### config.mk
export PLATFORM = sky130hd
export DESIGN_NAME = display_scanner
export DESIGN_NICKNAME = d
export VERILOG_FILES = /design/src/rtl/clock_pkg.sv /design/src/rtl/seg7_decoder.sv /design/src/rtl/display_scanner.sv
export SDC_FILE = /design/constraint.sdc
export NUM_CORES = 1
export LEC_CHECK = 0
export BUFFER_PORTS_ARGS = -buffer_cell sky130_fd_sc_hd__buf_2
export CAP_MARGIN = 20
export CORE_ASPECT_RATIO = 1.1
export CORE_MARGIN = 2
export CORE_UTILIZATION = 60
export CTS_BUF_LIST = sky130_fd_sc_hd__clkbuf_8
export DETAILED_ROUTE_END_ITERATION = 8
export PLACE_DENSITY_LB_ADDON = 0.25
export SLEW_MARGIN = 30
export SYNTH_ARGS = -nofsm -noshare
export SYNTH_HDL_FRONTEND = slang
export SYNTH_SLANG_ARGS = --single-unit
### constraint.sdc
create_clock -name clk -period 3.55 [get_ports clk]
set_input_delay 0.1775 -clock clk [delete_from_list [all_inputs] [get_ports clk]]
set_output_delay 0.1775 -clock clk [all_outputs]
set_load 0.01 [all_outputs]
### src/rtl/clock_pkg.sv
// Shared constants for the clock display: digit slots, separators and segment codes.
// Segment patterns are active-low, ordered {g,f,e,d,c,b,a}.
package clock_pkg;

    localparam int NUM_DIGITS = 6;

    typedef enum logic [2:0] {
        DIG_S1  = 3'd0,
        DIG_S10 = 3'd1,
        DIG_M1  = 3'd2,
        DIG_M10 = 3'd3,
        DIG_H1  = 3'd4,
        DIG_H10 = 3'd5
    } digit_e;

    localparam logic [NUM_DIGITS-1:0] SEP_MASK = 6'b010100;

    localparam logic [3:0] CODE_DASH  = 4'hA;
    localparam logic [3:0] CODE_BLANK = 4'hF;

    localparam logic [6:0] SEG_DASH  = 7'b0111111;
    localparam logic [6:0] SEG_BLANK = 7'b1111111;

    function automatic logic [6:0] seg_lut(input logic [3:0] code);
        logic [6:0] s;
        s = SEG_BLANK;
        unique case (code)
            4'd0:      s = 7'b1000000;
            4'd1:      s = 7'b1111001;
            4'd2:      s = 7'b0100100;
            4'd3:      s = 7'b0110000;
            4'd4:      s = 7'b0011001;
            4'd5:      s = 7'b0010010;
            4'd6:      s = 7'b0000010;
            4'd7:      s = 7'b1111000;
            4'd8:      s = 7'b0000000;
            4'd9:      s = 7'b0010000;
            CODE_DASH: s = SEG_DASH;
            default:   s = SEG_BLANK;
        endcase
        return s;
    endfunction

endpackage

### src/rtl/seg7_decoder.sv
// Combinational 4-bit code to active-low seven-segment decoder.
// Codes 0-9 are digits, CODE_DASH is a dash, anything else is blank.
module seg7_decoder
    import clock_pkg::*;
(
    input  logic [3:0] code_i,
    output logic [6:0] seg_o
);

    always_comb begin
        seg_o = seg_lut(code_i);
    end

endmodule

### src/rtl/display_scanner.sv
// Six-digit multiplexed HH:MM:SS scanner with frame snapshot, blink and blank.
// Outputs are registered and reflect the scan state of the previous clock.
module display_scanner
    import clock_pkg::*;
#(
    parameter int SCAN_DIV     = 4,
    parameter int BLINK_FRAMES = 2
) (
    input  logic       clk,
    input  logic       rst,
    input  logic [5:0] sec,
    input  logic [5:0] min,
    input  logic [4:0] hr,
    input  logic       alarm_flag,
    input  logic       timer_done,
    input  logic       blank,
    output logic [5:0] an,
    output logic [6:0] seg,
    output logic       dp
);

    localparam int PRE_W = $clog2(SCAN_DIV);
    localparam logic [PRE_W-1:0] PRE_MAX = PRE_W'(SCAN_DIV - 1);
    localparam logic [7:0] BLINK_MAX = 8'(BLINK_FRAMES - 1);

    logic [PRE_W-1:0] pre_q, pre_d;
    digit_e           idx_q, idx_d;
    logic [5:0]       ssec_q, ssec_d;
    logic [5:0]       smin_q, smin_d;
    logic [4:0]       shr_q, shr_d;
    logic [7:0]       bcnt_q, bcnt_d;
    logic             bon_q, bon_d;
    logic [5:0]       an_q, an_d;
    logic [6:0]       seg_q, seg_d;
    logic             dp_q, dp_d;

    logic       tick;
    logic       wrap;
    logic       active;
    logic       dark;
    logic [5:0] fval;
    logic       fbad;
    logic       tens;
    logic [3:0] bcd_t;
    logic [3:0] bcd_o;
    logic [3:0] code;
    logic [6:0] dec_seg;

    assign tick   = (pre_q == PRE_MAX);
    assign wrap   = tick && (idx_q == DIG_H10);
    assign active = alarm_flag | timer_done;
    assign dark   = blank | (active & ~bon_q);

    always_comb begin
        fval = 6'd0;
        fbad = 1'b0;
        tens = 1'b0;
        unique case (idx_q)
            DIG_S1:  begin fval = ssec_q; fbad = ssec_q > 6'd59; end
            DIG_S10: begin fval = ssec_q; fbad = ssec_q > 6'd59; tens = 1'b1; end
            DIG_M1:  begin fval = smin_q; fbad = smin_q > 6'd59; end
            DIG_M10: begin fval = smin_q; fbad = smin_q > 6'd59; tens = 1'b1; end
            DIG_H1:  begin fval = {1'b0, shr_q}; fbad = shr_q > 5'd23; end
            DIG_H10: begin fval = {1'b0, shr_q}; fbad = shr_q > 5'd23; tens = 1'b1; end
            default: begin fval = 6'd0; fbad = 1'b1; end
        endcase
    end

    assign bcd_t = 4'(fval / 6'd10);
    assign bcd_o = 4'(fval % 6'd10);

    always_comb begin
        code = tens ? bcd_t : bcd_o;
        if (fbad) code = CODE_DASH;
        if (dark) code = CODE_BLANK;
    end

    seg7_decoder u_dec (
        .code_i (code),
        .seg_o  (dec_seg)
    );

    always_comb begin
        pre_d  = tick ? '0 : pre_q + 1'b1;
        idx_d  = idx_q;
        ssec_d = ssec_q;
        smin_d = smin_q;
        shr_d  = shr_q;
        bcnt_d = bcnt_q;
        bon_d  = bon_q;
        if (tick) begin
            unique case (idx_q)
                DIG_S1:  idx_d = DIG_S10;
                DIG_S10: idx_d = DIG_M1;
                DIG_M1:  idx_d = DIG_M10;
                DIG_M10: idx_d = DIG_H1;
                DIG_H1:  idx_d = DIG_H10;
                default: idx_d = DIG_S1;
            endcase
        end
        if (wrap) begin
            ssec_d = sec;
            smin_d = min;
            shr_d  = hr;
        end
        // Idle clears immediately; blink counts frames only while requested.
        if (!active) begin
            bcnt_d = 8'd0;
            bon_d  = 1'b1;
        end else if (wrap) begin
            if (bcnt_q >= BLINK_MAX) begin
                bcnt_d = 8'd0;
                bon_d  = ~bon_q;
            end else begin
                bcnt_d = bcnt_q + 8'd1;
            end
        end
        an_d  = dark ? 6'b111111 : ~(6'd1 << idx_q);
        seg_d = dec_seg;
        dp_d  = dark | ~SEP_MASK[idx_q];
    end

    always_ff @(posedge clk or posedge rst) begin
        if (rst) begin
            pre_q  <= '0;
            idx_q  <= DIG_S1;
            ssec_q <= 6'd0;
            smin_q <= 6'd0;
            shr_q  <= 5'd0;
            bcnt_q <= 8'd0;
            bon_q  <= 1'b1;
            an_q   <= 6'b111111;
            seg_q  <= SEG_BLANK;
            dp_q   <= 1'b1;
        end else begin
            pre_q  <= pre_d;
            idx_q  <= idx_d;
            ssec_q <= ssec_d;
            smin_q <= smin_d;
            shr_q  <= shr_d;
            bcnt_q <= bcnt_d;
            bon_q  <= bon_d;
            an_q   <= an_d;
            seg_q  <= seg_d;
            dp_q   <= dp_d;
        end
    end

    assign an  = an_q;
    assign seg = seg_q;
    assign dp  = dp_q;

endmodule
Yosys cells after proc, flatten, opt, wreduce, memory -nomap -nowiden
Memories as Yosys holds them, arrays and structs flattened. A register that Yosys moved wholly into a read port is not among the register bits.
Cells that the tools add are included.
- memories kept: 2
- register bits: 38
- input port bits: 22
- logic and storage cells: 59
- bits in read-only memories: 120
- memory list (memory ; depth ; bits a word ; rd ports ; clocked after memory_dff ; write ports ; line ; source):
    (name not given) ; 16 ; 7 ; 1 ; 1 ; 0 ; clock_pkg.sv:27 ; unique case (code)
    (name not given) ; 8 ; 1 ; 1 ; 0 ; 0 ; display_scanner.sv:120 ; dp_d = dark | ~SEP_MASK[idx_q];
- bitwise gates (word level): 7
- shift-type cells: 1
- add/subtract/negate cells: 2
- divide/modulo/power cells: 2
- reductions and logical operators: 7
- multiplexer cells: 16
- equal/unequal tests: 8
- order comparisons: 5
- operators with widths (kind ; number):
    $mux W8 ; 3
    $pmux W6 S3 ; 1
    $pmux W3 S5 ; 1
    $gt A6 B6 Y1 const B ; 2
    $mux W4 ; 3
    $add A8 B1 Y8 const B ; 1
    $ge A8 B1 Y1 const B ; 1
    $div A6 B4 Y6 const B ; 1
    $eq A3 B2 Y1 const B ; 2
    $eq A3 B3 Y1 const B ; 2
    $mod A6 B4 Y6 const B ; 1
    $mux W6 ; 1
    $not A6 Y6 ; 1
    $reduce_or A2 Y1 ; 3
    $shl A1 B3 Y6 const A ; 1
    $gt A5 B5 Y1 const B ; 1
    $mux W1 ; 5
    $lt A3 B4 Y1 const B ; 1
    $eq A3 B1 Y1 const B ; 1
    $logic_not A3 Y1 ; 1
    $or A1 B1 Y1 ; 3
    $pmux W1 S3 ; 1
    $reduce_or A3 Y1 ; 1
    $add A2 B1 Y2 const B ; 1
    8 further kinds ; 9

Depth between registers and ports, before layout
Gate-level depths: netlist (run 1).
- depth in word-level cells: 7
- depth in mapped cells: 16
- mapped depth without buffers: 15

Modules after synthesis
Synthesis (run 1) repeated with hierarchy kept, for this count alone.
- cell total of the unflattened synthesis: 302
- area, all modules: 2662.6 µm²
- by module, submodules not included (module ; cells an instance ; instances ; area an instance (µm²)):
    display_scanner ; 269 ; 1 ; 2448.6
    seg7_decoder ; 33 ; 1 ; 214.0

Least setup slack after synthesis (run 1)
No wires, ideal clock.
- path kind: register to register
- start point: reg idx_q[1]
- end point: reg seg_q[1] (netlist: seg[1])
- required time: 3.470 ns
- setup time: 0.080 ns
- setup slack: 0.329 ns
- path buffers: 1
- stages on the path, launching flop included: 15
- arrival time: 3.140 ns
- cells stage by stage: dfrtp_1 buf_6 mux2i_2 o21ai_4 ha_1 inv_1 nor4_1 a31oi_1 o22ai_2 nor3_1 o31ai_2 and2_1 inv_1 ha_1 a2bb2o_2
- cells in the longest elaborated chain, start to end: 7
- ends and longest elaborated chain (element ; line ; source):
    from (decl) ; display_scanner.sv:27 ; digit_e idx_q, idx_d;
    from (signal assigned) ; display_scanner.sv:137 ; idx_q <= idx_d;
    $eq A3 B3 Y1 (tied with other cells) ; display_scanner.sv:58 ; unique case (idx_q)
    $reduce_or A2 Y1 (no line) ; n/a ;
    $pmux W6 S3 ; display_scanner.sv:58 ;
    $mod A6 B4 Y6 / $div A6 B4 Y6 (equally long branches) ; display_scanner.sv:70, display_scanner.sv:69 ;
    $mux W4 ; display_scanner.sv:73 ; code = tens ? bcd_t : bcd_o;
    $mux W4 * ; display_scanner.sv:74 ; if (fbad) code = CODE_DASH;
    $mux W4 * ; display_scanner.sv:75 ; if (dark) code = CODE_BLANK;
    to (decl) ; display_scanner.sv:34 ; logic [6:0] seg_q, seg_d;
Mark *: on every way between the ends. The rest lies on a longest branch, timed or not.
A chain may end at the register's enable or synchronous reset.

Final worst setup path (run 1)
- start point: reg idx_q[1]
- end point: reg seg_q[5] (netlist: seg[5])
Same word-level chain as after synthesis.

==> results.md, run 1 <==
* Crit. End Element: flop
* Met3 track demand over resource at 5.144%
* GRT Overall Usage at 24.66%
* Clock tree buffer depth at 2
* Synthesized instance count at 254
* 1st-iter DRT viols at 171
* M2 GR Usage at 39.76%
* CTS Buf Count at 5
* Drt pass-1 iters at 4
* CTS hold repair buffers at 0
* DR vias at 2118
* Post-DP HPWL at 4161 µm
* Seq/Total Area, Yosys at 42.74%
* Ant diodes at 0
* Critical path type: reg2reg
* Reg2reg path depth at 12
* GRT met1 Usage at 32.84%
* Slew @ Worst Pin at 0.6205 ns
* Wire length of the first global-routing pass at 9335 µm
* Critical-path maximum fanout at 8
* Power per cell area at 390.8 mW/mm²
* Fmax at 298.6 MHz
* Remaining routing DRC violations at 0
* Top_reg_cell synth: dfrtp_1
* P_int at 0.0008689 W
* Dpl cell area at 0.002947 mm²
* Starting Density at 62.51%
* Clock slew at reported path FFs at 0.09 ns
* Critical Path Max Stage Delay at 0.49 ns
* R2R Path Start: idx_q[1]
* Flop2flop setup slack at 0.20 ns
* DIE WIDTH at 67.71 µm
* Logic pwr share at 19.2%
* Drt wl/cell at 15.82 µm
* Root Buffer: clkbuf_8
* Status: finished clean
* Routed wire length at 5584 µm
* GP Congestion at 0.9159
* Netlist cell types at 62
* Grt ovf at 0
* # IOs at 36
* Die area at 0.005016 mm²
* Port bufs at 35
* GRT busiest layer: met2
* Syn avg cell area at 10.55 µm²
* Design area at 0.003063 mm²
* Largest net degree at the start of global routing at 46
* Vias in the first global route at 2023
* H-tree depth at 2
* Yosys Warn Count at 0
* Sw frac at 27.41%
* Leakage at 1.309 nW
* Tcrit/Tclk final at 94.34%
* Drt via density at 6.000
* CP Launch Point: idx_q[1]
* Clock power share at 32.4%
* Critical path cell sequence: nor2b_1 -> o2bb2ai_4 -> inv_2 -> ha_1 -> o211ai_1 -> o221ai_2 -> o22ai_2 -> ha_1 -> nor4_1 -> a211o_1 -> a211o_1 -> o32a_1
* Maxcap violations at 0
* Area delta synth->final at 14.34%
* CTS sink cnt at 45
* Post-CTS Setup Bufs at 0
* Hold Path Class: in2async
* Slowest CP cell: dfrtp_2
* Nature of the critical path startpoint: flop
* VDD IR max at 302.9 µV
* Die Height at 74.08 µm
* Net Sw Power at 0.0003281 W
* Final Skew at 0.009980 ns
* Post-synth EDFFs at 0
* Total core area at 0.004285 mm²
* Setup TNS at 0 ns
* Slew headroom at 58.20%
* Hold Fails Final Rpt at 0
* # fillers at 304
* Antenna-violating nets left at 0
* Layout Nets at 329
* Initial antenna violation count at 0
* Skew-Pair Late Insertion Delay at 0.30 ns
* R2R Path End: seg[5]
* Crit path capture: seg[5]
* Setup violation total in the final timing report at 0
* Worst EP arrival at 3.58 ns
* Post-layout min period at 3.349 ns
* # rows at 25
* Sequential Power Share at 48.3%
* CTS tree: yes
* Share of layout cells above drive strength 1 at 37.79%
* Syn Nets at 285
* Post-CTS sizing at 0
* Post-Syn Area at 0.002679 mm²
* Synthesized flop and latch total at 45
* Asr flop ratio synth at 100.0%
* Worst endpoint required time at 3.78 ns
* Pins Over Slew Limit at 0
==> worst max-delay path: cells and delay by family, from the launching register on <==
kind                     cells  cell delay, ns
AO/OA/AOI/OAI                7            1.79
adder cells (fa/ha/maj)      2            0.60
flip-flops                   1            0.49
AND/OR/NAND/NOR              2            0.34
buffers and inverters        1            0.06
==> stage by stage <==
stage,utilization [%],hold WS (ns),setup WS [ns],power [W],cells
floorplan,-,0.3281,0.3293,0.0007493,254
global placement,68.76,0.3427,0.2174,0.0008098,345
detailed placement,68.76,0.3513,0.1019,0.0008184,345
CTS,71.36,0.02465,0.08839,0.001208,353
global route,71.47,0.05834,-0.008640,0.001256,353
finish,71.47,0.008617,0.2011,0.001197,353
==> sequential cells by signal (all words and copies together), names as in the netlist <==
register,flops
bcnt_q,8
seg,7
an,6
smin_q,6
ssec_q,6
shr_q,5
idx_q,3
pre_q,2
bon_q,1
dp,1
==> power by group through the flow <==
stage	registers (W)	logic (W)	clock network, W
after global routing	0.000584	0.000258	0.000415
after global placement	0.000586	0.000224	0
after floorplan	0.000594	0.000156	0
after CTS	0.000579	0.000231	0.000398
after detailed placement	0.000588	0.000230	0
final	0.000579	0.000230	0.000388
==> synthesized netlist by cell type (all sizes together), types with 2 or more instances <==
| cell type | count | share of area [%] |
|---|---|---|
| dfrtp | 30 | 28 |
| nor2 | 23 | 3.2 |
| mux2 | 18 | 7.6 |
| a21oi | 16 | 3.0 |
| dfstp | 15 | 15 |
| o21ai | 15 | 3.2 |
| nand2 | 14 | 2.0 |
| inv | 13 | 1.8 |
| nand3 | 13 | 2.6 |
| ha | 9 | 4.2 |
| mux2i | 7 | 3.2 |
| nor3 | 6 | 1.3 |
| and3 | 5 | 1.2 |
| buf | 5 | 1.6 |
| o22ai | 5 | 1.6 |
| a31oi | 4 | 1.5 |
| and2 | 4 | 1.0 |
| clkbuf | 4 | 0.56 |
| o211ai | 4 | 1.5 |
| nor4 | 3 | 0.70 |
| o22a | 3 | 0.98 |
| o2bb2ai | 3 | 2.4 |
| o31ai | 3 | 1.0 |
| a211o | 2 | 0.65 |
| a211oi | 2 | 1.2 |
| a21o | 2 | 0.56 |
| a41oi | 2 | 0.65 |
| and4 | 2 | 0.65 |
| nand2b | 2 | 0.47 |
| nand3b | 2 | 0.56 |
| nor2b | 2 | 0.47 |
| o32a | 2 | 0.75 |
| or2 | 2 | 0.47 |
==> worst min path at each step <==
stage	startpoint	end	cells after the start
finish	rst	bcnt_q[7]	3
global route	rst	bcnt_q[5]	3
CTS	rst	bcnt_q[5]	3
detailed placement	rst	bcnt_q[5]	3
global placement	rst	idx_q[0]	3
floorplan	hr[0]	shr_q[0]	1
==> area by class of cell <==
type	instances	area (µm²)	share of cell area (%)
Clock buffer	5	68.82	2.247
Clock inverter	3	42.54	1.389
Inverter	13	48.80	1.593
Multi-Input combinational cell	187	1431	46.73
Sequential cell	45	1146	37.42
Tap cell	54	67.56	2.206
Timing Repair Buffer	46	257.7	8.415
==> cells in the final DEF (no fill, tap or decap), types with 3 or more instances in the layout <==
| cell type | instances |
|---|---|
| buf_2 | 35 |
| dfrtp_1 | 29 |
| nor2_1 | 23 |
| mux2_2 | 18 |
| a21oi_1 | 16 |
| dfstp_2 | 15 |
| nand2_1 | 14 |
| nand3_1 | 12 |
| o21ai_0 | 12 |
| inv_1 | 12 |
| buf_4 | 11 |
| ha_1 | 9 |
| and3_1 | 5 |
| nor3_1 | 5 |
| clkbuf_8 | 5 |
| mux2i_1 | 4 |
| nor4_1 | 3 |
| a31oi_1 | 3 |
| o22ai_1 | 3 |
| o22a_1 | 3 |
==> cell families after synthesis <==
logic type / share of synthesized area, %
compound gates: 22.84
xor+xnor: 0.3270
fa+ha+maj: 4.204
buf+inv: 3.970
flops: 42.74
mux: 10.79
simple gates: 15.13
==> metal layers <==
| metal | vias up | wire [µm] |
|---|---|---|
| met1 | 1016 | 2492 |
| met2 | 57 | 2752 |
| li1 | 1033 | - |
| met3 | 12 | 243 |
| met5 | - | 0 |
| met4 | 0 | 95 |
Note: power is estimated with default switching activity, not from simulation.
==> run 2: changes to the inputs <==
--- a/config.mk
+++ b/config.mk
@@ -7,11 +7,14 @@
 export LEC_CHECK = 0
 export BUFFER_PORTS_ARGS = -buffer_cell sky130_fd_sc_hd__buf_2
 export CAP_MARGIN = 20
+export CELL_PAD_IN_SITES_DETAIL_PLACEMENT = 2
+export CELL_PAD_IN_SITES_GLOBAL_PLACEMENT = 2
 export CORE_ASPECT_RATIO = 1.1
 export CORE_MARGIN = 2
-export CORE_UTILIZATION = 60
+export CORE_UTILIZATION = 39
 export CTS_BUF_LIST = sky130_fd_sc_hd__clkbuf_8
 export DETAILED_ROUTE_END_ITERATION = 8
+export GPL_TIMING_DRIVEN = 0
 export PLACE_DENSITY_LB_ADDON = 0.25
 export SLEW_MARGIN = 30
 export SYNTH_ARGS = -nofsm -noshare
==> run 2 against run 1 <==
Register-to-register slack hardly changed. Global-route usage decreased by 3.8 points. Total power grew 3.1%. Critical path depth is 3 higher. Non-clock buffer count up 5. Critical path type unchanged. Critical endpoint is now seg[1]. Largest cell class unchanged. Highest routed layer unchanged.
==> results.md, run 2 (synthesis results as in run 1) <==
* Drt wl/cell at 19.37 µm (was 15.82 µm)
* Critical-path maximum fanout at 10 (was 8)
* Overall Power at 0.001234 W (was 0.001197 W)
* Tcrit/Tclk final at 94.49% (was 94.34%)
* Skew-Pair Late Insertion Delay at 0.30 ns (about the same)
* Worst endpoint required time at 3.79 ns (was 3.78 ns)
* Critical path type: reg2reg (unchanged)
* Ant diodes at 0 (unchanged)
* Crit. End Element: flop (unchanged)
* Pre-CTS WS at -0.2175 ns (was 0.1019 ns)
* Flop2flop setup slack at 0.20 ns (about the same)
* Hold Fails Final Rpt at 0 (unchanged)
* VDD IR max at 235.3 µV (was 302.9 µV)
* H-tree depth at 2 (unchanged)
* DIE WIDTH at 83.02 µm (was 67.71 µm)
* Most frequent cells in the layout: buf_2, dfrtp_1, nor2_1, mux2_2, a21oi_1 (unchanged)
* Root Buffer: clkbuf_8 (unchanged)
* Power per cell area at 386.0 mW/mm² (was 390.8 mW/mm²)
* Most common cell after layout, fill and taps aside: buf_2 (unchanged)
* Pins Over Slew Limit at 0 (unchanged)
* Grt ovf at 0 (unchanged)
* Wire length of the first global-routing pass at 12740 µm (was 9335 µm)
* Critical Path Max Stage Delay at 0.45 ns (was 0.49 ns)
* Initial antenna violation count at 0 (unchanged)
* Area delta synth->final at 19.29% (was 14.34%)
* Final WS setup at 0.1955 ns (was 0.2011 ns)
* Total core area at 0.006633 mm² (was 0.004285 mm²)
* Nature of the critical path startpoint: flop (unchanged)
* GP Congestion at 0.8551 (was 0.9159)
* CTS sink cnt at 45 (unchanged)
* Remaining routing DRC violations at 0 (unchanged)
* Die Height at 90.93 µm (was 74.08 µm)
* GRT Overall Usage at 20.91% (was 24.66%)
* Hold Path Class: in2reg (was in2async)
* Largest Register: bcnt_q (unchanged)
* Slew headroom at 43.31% (was 58.20%)
* Drt pass-1 iters at 4 (unchanged)
* Most used cell, CP: inv_1
* Leakage at 1.329 nW (was 1.309 nW)
* Worst EP arrival at 3.59 ns (was 3.58 ns)
* Post-DP HPWL at 5737 µm (was 4161 µm)
* Clock slew at reported path FFs at 0.09 ns (about the same)
* Vias in the first global route at 2458 (was 2023)
* Port bufs at 35 (unchanged)
* Starting Density at 40.39% (was 62.51%)
* Fmax at 298.1 MHz (was 298.6 MHz)
* 1st-iter DRT viols at 39 (was 171)
* Maxcap violations at 0 (unchanged)
* Final Skew at 0.008778 ns (was 0.009980 ns)
* CTS Buf Count at 5 (unchanged)
* # IOs at 36 (unchanged)
* Setup violation total in the final timing report at 0 (unchanged)
* Drt via density at 5.764 (was 6.000)
* Clock tree buffer depth at 2 (unchanged)
* Slowest CP cell: dfrtp_1 (was dfrtp_2)
* Critical path cell sequence: nor2b_1 -> buf_4 -> o2bb2ai_4 -> inv_2 -> ha_4 -> inv_1 -> nor4_1 -> a31oi_1 -> o22ai_2 -> nor3_1 -> o31ai_2 -> and2_4 -> inv_1 -> ha_1 -> a2bb2o_2 (was nor2b_1 -> o2bb2ai_4 -> inv_2 -> ha_1 -> o211ai_1 -> o221ai_2 -> o22ai_2 -> ha_1 -> nor4_1 -> a211o_1 -> a211o_1 -> o32a_1)
* Die area at 0.007549 mm² (was 0.005016 mm²)
* Share of layout cells above drive strength 1 at 38.82% (was 37.79%)
* Post-layout min period at 3.355 ns (was 3.349 ns)
* Status: finished clean (unchanged)
* # rows at 31 (was 25)
* Slew @ Worst Pin at 0.8414 ns (was 0.6205 ns)
* Setup TNS at 0 ns (unchanged)
* Routed wire length at 7477 µm (was 5584 µm)
* Final core utilization at 48.18% (was 71.47%)
* Antenna-violating nets left at 0 (unchanged)
* Layout Nets at 334 (was 329)
* Max reg flops at 8 (unchanged)
* DR vias at 2225 (was 2118)
* CTS tree: yes (unchanged)
* Largest net degree at the start of global routing at 25 (was 46)
==> run 2: layout make-up <==
type                    count  area [µm²]
repair buffers             42       250.2
flip-flops and latches     45        1146
inverters                  13       48.80
fillers                   691        3437
multi-input cells         187        1479
well taps                  82       102.6
clock inverters             3       42.54
plain buffers               9       57.56
clock buffers               5       68.82
==> run 2: what timing repair did <==
action / 4_1_cts / 5_1_grt
hold buffers: 1 / 0
pin swaps: 3 / 3
gates cloned: 0 / 0
gates resized for setup: 5 / 6
buffers inserted: 3 / 2
endpoints found under the hold margin: 21 / 0
endpoints found under the setup margin: 7 / 7
==> run 2: power breakdown <==
group | total (W) | internal, W | switching, W | leakage (nW)
logic | 0.000260 | 0.000113 | 0.000147 | 0.740
registers | 0.000580 | 0.000559 | 0.0000213 | 0.529
clock network | 0.000394 | 0.000209 | 0.000185 | 0.0595
total | 0.00123 | 0.000881 | 0.000353 | 1.33
==> run 2: per-layer routing <==
layer	share of wire [%]	global-route usage (%)
met5	0	0
met4	1.4	5.601
met1	44	26.08
met2	52	37.57
met3	2.4	3.016
==> run 2: through the flow <==
step	hold slack (ns)	area [µm²]	std cells
CTS	0.1003	3149	384
global route	0.1014	3196	386
floorplan	0.3281	2679	254
global placement	0.4092	2957	371
detailed placement	0.2476	2984	372
finish	0.1066	3196	386
==> run 2: path summary, 6_finish.rpt <==
check	depth (start not counted)	start	endpoint
min	2	min[3]	smin_q[3]
min in group asynchronous	3	rst	ssec_q[4]
min reg2reg	1	pre_q[0]	pre_q[0]
max reg2reg	15	idx_q[1]	seg[1]
max in group asynchronous	4	rst	an[0]
max	15	idx_q[1]	seg[1]
==> run 2: worst max-delay path: cells and delay by family (launching register included) <==
| family | cells | cell delay (ns) |
|---|---|---|
| buffers and inverters | 4 | 0.42 |
| DFF | 1 | 0.45 |
| adders and majority gates | 2 | 0.62 |
| AOI/OAI and AO/OA | 5 | 1.08 |
| and+or+nand+nor | 4 | 0.71 |
==> run 3: changes to the inputs <==
--- a/config.mk
+++ b/config.mk
@@ -12,11 +12,10 @@
 export CORE_ASPECT_RATIO = 1.1
 export CORE_MARGIN = 2
 export CORE_UTILIZATION = 39
-export CTS_BUF_LIST = sky130_fd_sc_hd__clkbuf_8
+export CTS_BUF_LIST = sky130_fd_sc_hd__clkbuf_4
 export DETAILED_ROUTE_END_ITERATION = 8
 export GPL_TIMING_DRIVEN = 0
 export PLACE_DENSITY_LB_ADDON = 0.25
-export SLEW_MARGIN = 30
 export SYNTH_ARGS = -nofsm -noshare
 export SYNTH_HDL_FRONTEND = slang
 export SYNTH_SLANG_ARGS = --single-unit
==> run 3 against run 2 <==
Flip-flop and latch count stayed put. Highest routed layer unchanged. Die area stayed put. Critical endpoint unchanged. First-iteration DRC count is 46% higher. Design area is 0.31% higher. Clock-buffer cell count is 1 higher. Sequential share of layout area is 0.073 points lower. Hold slack worse by 0.069 ns. Largest cell class unchanged. Critical path type unchanged. Sequential power hardly changed. Clock skew is 0.016 ns higher. Via count is 0.99% lower.
==> results.md, run 3 (synthesis results as in run 1) <==
* Setup violation total in the final timing report at 0 (unchanged)
* Most common cell after layout, fill and taps aside: buf_2 (unchanged)
* Max reg flops at 8 (unchanged)
* Routed wire length at 7803 µm (was 7477 µm)
* Initial antenna violation count at 0 (unchanged)
* Layout Nets at 341 (was 334)
* # fillers at 689 (was 691)
* Hold Fails Final Rpt at 0 (unchanged)
* Most frequent cells in the layout: buf_2, dfrtp_1, nor2_1, mux2_2, a21oi_1 (unchanged)
* Leakage at 1.351 nW (was 1.329 nW)
* GP Congestion at 0.8551 (unchanged)
* Status: finished clean (unchanged)
* Grt ovf at 0 (unchanged)
* Maxcap violations at 0 (unchanged)
* Drt pass-1 iters at 4 (unchanged)
* Drt wl/cell at 19.85 µm (was 19.37 µm)
* Worst EP arrival at 3.71 ns (was 3.59 ns)
* Starting Density at 40.39% (unchanged)
* Post-DP HPWL at 5530 µm (was 5737 µm)
* Final Skew at 0.02479 ns (was 0.008778 ns)
* Antenna-violating nets left at 0 (unchanged)
* GRT Overall Usage at 20.99% (was 20.91%)
* Area delta synth->final at 19.66% (was 19.29%)
* Inst Count DP at 372 (unchanged)
* Slew headroom at 55.54% (was 43.31%)
* Setup TNS at 0 ns (unchanged)
* Largest net degree at the start of global routing at 42 (was 25)
* Share of layout cells above drive strength 1 at 40.84% (was 38.82%)
* Largest Register: bcnt_q (unchanged)
* Critical-path maximum fanout at 7 (was 10)
* Nature of the critical path startpoint: flop (unchanged)
* VDD IR max at 198.4 µV (was 235.3 µV)
* Reg area at 0.001147 mm² (was 0.001146 mm²)
* Root Buffer: clkbuf_4 (was clkbuf_8)
* Crit. End Element: flop (unchanged)
* Fmax at 294.4 MHz (was 298.1 MHz)
* Port bufs at 35 (unchanged)
* Worst endpoint required time at 3.86 ns (was 3.79 ns)
* Wire length of the first global-routing pass at 12720 µm (was 12740 µm)
* CTS sink cnt at 45 (unchanged)
* # rows at 31 (unchanged)
* # IOs at 36 (unchanged)
* CTS Buf Count at 5 (unchanged)
* Skew-Pair Late Insertion Delay at 0.36 ns (was 0.30 ns)
* H-tree depth at 2 (unchanged)
* Tcrit/Tclk final at 95.69% (was 94.49%)
* Multi-input logic area at 0.001466 mm² (was 0.001479 mm²)
* CTS tree: yes (unchanged)
* Clock slew at reported path FFs at 0.15 ns (was 0.09 ns)
* Post-layout min period at 3.397 ns (was 3.355 ns)
* Final std cells w/o fill at 393 (was 386)
* Hold Path Class: in2reg (unchanged)
* Drt via density at 5.606 (was 5.764)
* Die Height at 90.93 µm (unchanged)
* Ant diodes at 0 (unchanged)
* Pins Over Slew Limit at 0 (unchanged)
* 1st-iter DRT viols at 57 (was 39)
* Hold Slack at 0.03749 ns (was 0.1066 ns)
* Total core area at 0.006633 mm² (unchanged)
* Vias in the first global route at 2452 (was 2458)
* Slew @ Worst Pin at 0.6599 ns (was 0.8414 ns)
* DIE WIDTH at 83.02 µm (unchanged)
* Critical path type: reg2reg (unchanged)
* Clock tree buffer depth at 2 (unchanged)
* Remaining routing DRC violations at 0 (unchanged)
* Power per cell area at 365.3 mW/mm² (was 386.0 mW/mm²)
* Die area at 0.007549 mm² (unchanged)
* DR vias at 2203 (was 2225)
-- run 3: cell types whose count changed in the layout (fill, tap and decap cells not counted), sizes merged --
cell    delta
buf        +7
clkbuf     +1
inv        -1
-- run 3: critical path: stages (launching register included) --
cell and delay [ns]:
dfrtp_2 0.47, nor2b_1 0.17, buf_4 0.16, o2bb2ai_4 0.16, inv_2 0.10, ha_4 0.31
inv_1 0.07, nor4_2 0.24, a31oi_1 0.10, o22ai_2 0.21, nor3_1 0.11, o31ai_2 0.39
and2_4 0.24, inv_1 0.06, ha_1 0.30, a2bb2o_2 0.28
-- run 3: worst paths after layout --
check / startpoint / endpoint / slack [ns] / depth (start not counted)
setup / recovery: idx_q[1] / seg[1] / 0.15 / 15
hold / removal: sec[4] / ssec_q[4] / 0.04 / 2
setup reg to reg: idx_q[1] / seg[1] / 0.15 / 15
hold reg to reg: pre_q[0] / pre_q[0] / 0.45 / 1
max in group asynchronous: rst / an[4] / 2.81 / 4
min in group asynchronous: rst / ssec_q[4] / 0.22 / 3
-- run 3: final cells by class --
cell class,instances,area share (%)
well taps,82,3.201
plain buffers,9,1.913
clock buffers,6,1.405
multi-input cells,187,45.75
clock inverters,2,1.210
inverters,13,1.522
flip-flops and latches,45,35.79
repair buffers,49,9.212
-- run 3: stage by stage --
step	utilization (%)	power [W]	setup slack, ns	instance area (µm²)
after floorplan	-	0.0007493	0.3293	2679
after global placement	44.58	0.0008120	-0.1384	2957
after detailed placement	44.88	0.0008306	-0.2265	2977
after CTS	47.07	0.001175	-0.009152	3122
after global routing	48.33	0.001235	-0.02648	3206
final	48.33	0.001171	0.1530	3206
-- run 3: timing repair --
item	CTS	global route
pin swaps	2	4
endpoints found under the hold margin	30	0
cloned	0	0
hold buffers	1	0
buffers inserted	4	8
setup endpoints to repair	7	7
resized for setup	5	5
-- run 3: routing by layer --
metal	vias to the layer above	part of all wire [%]	global-route usage (%)
met5	-	0	0
met4	0	1.4	5.874
met3	8	2.5	3.108
met2	42	52	37.03
met1	1107	45	26.62
li1	1046	-	-
-- run 3: power by group --
part           internal (W)  switching [W]  total [W]
Clock              0.000158       0.000173   0.000331
Sequential         0.000559      0.0000218   0.000581
Combinational      0.000113       0.000147   0.000260
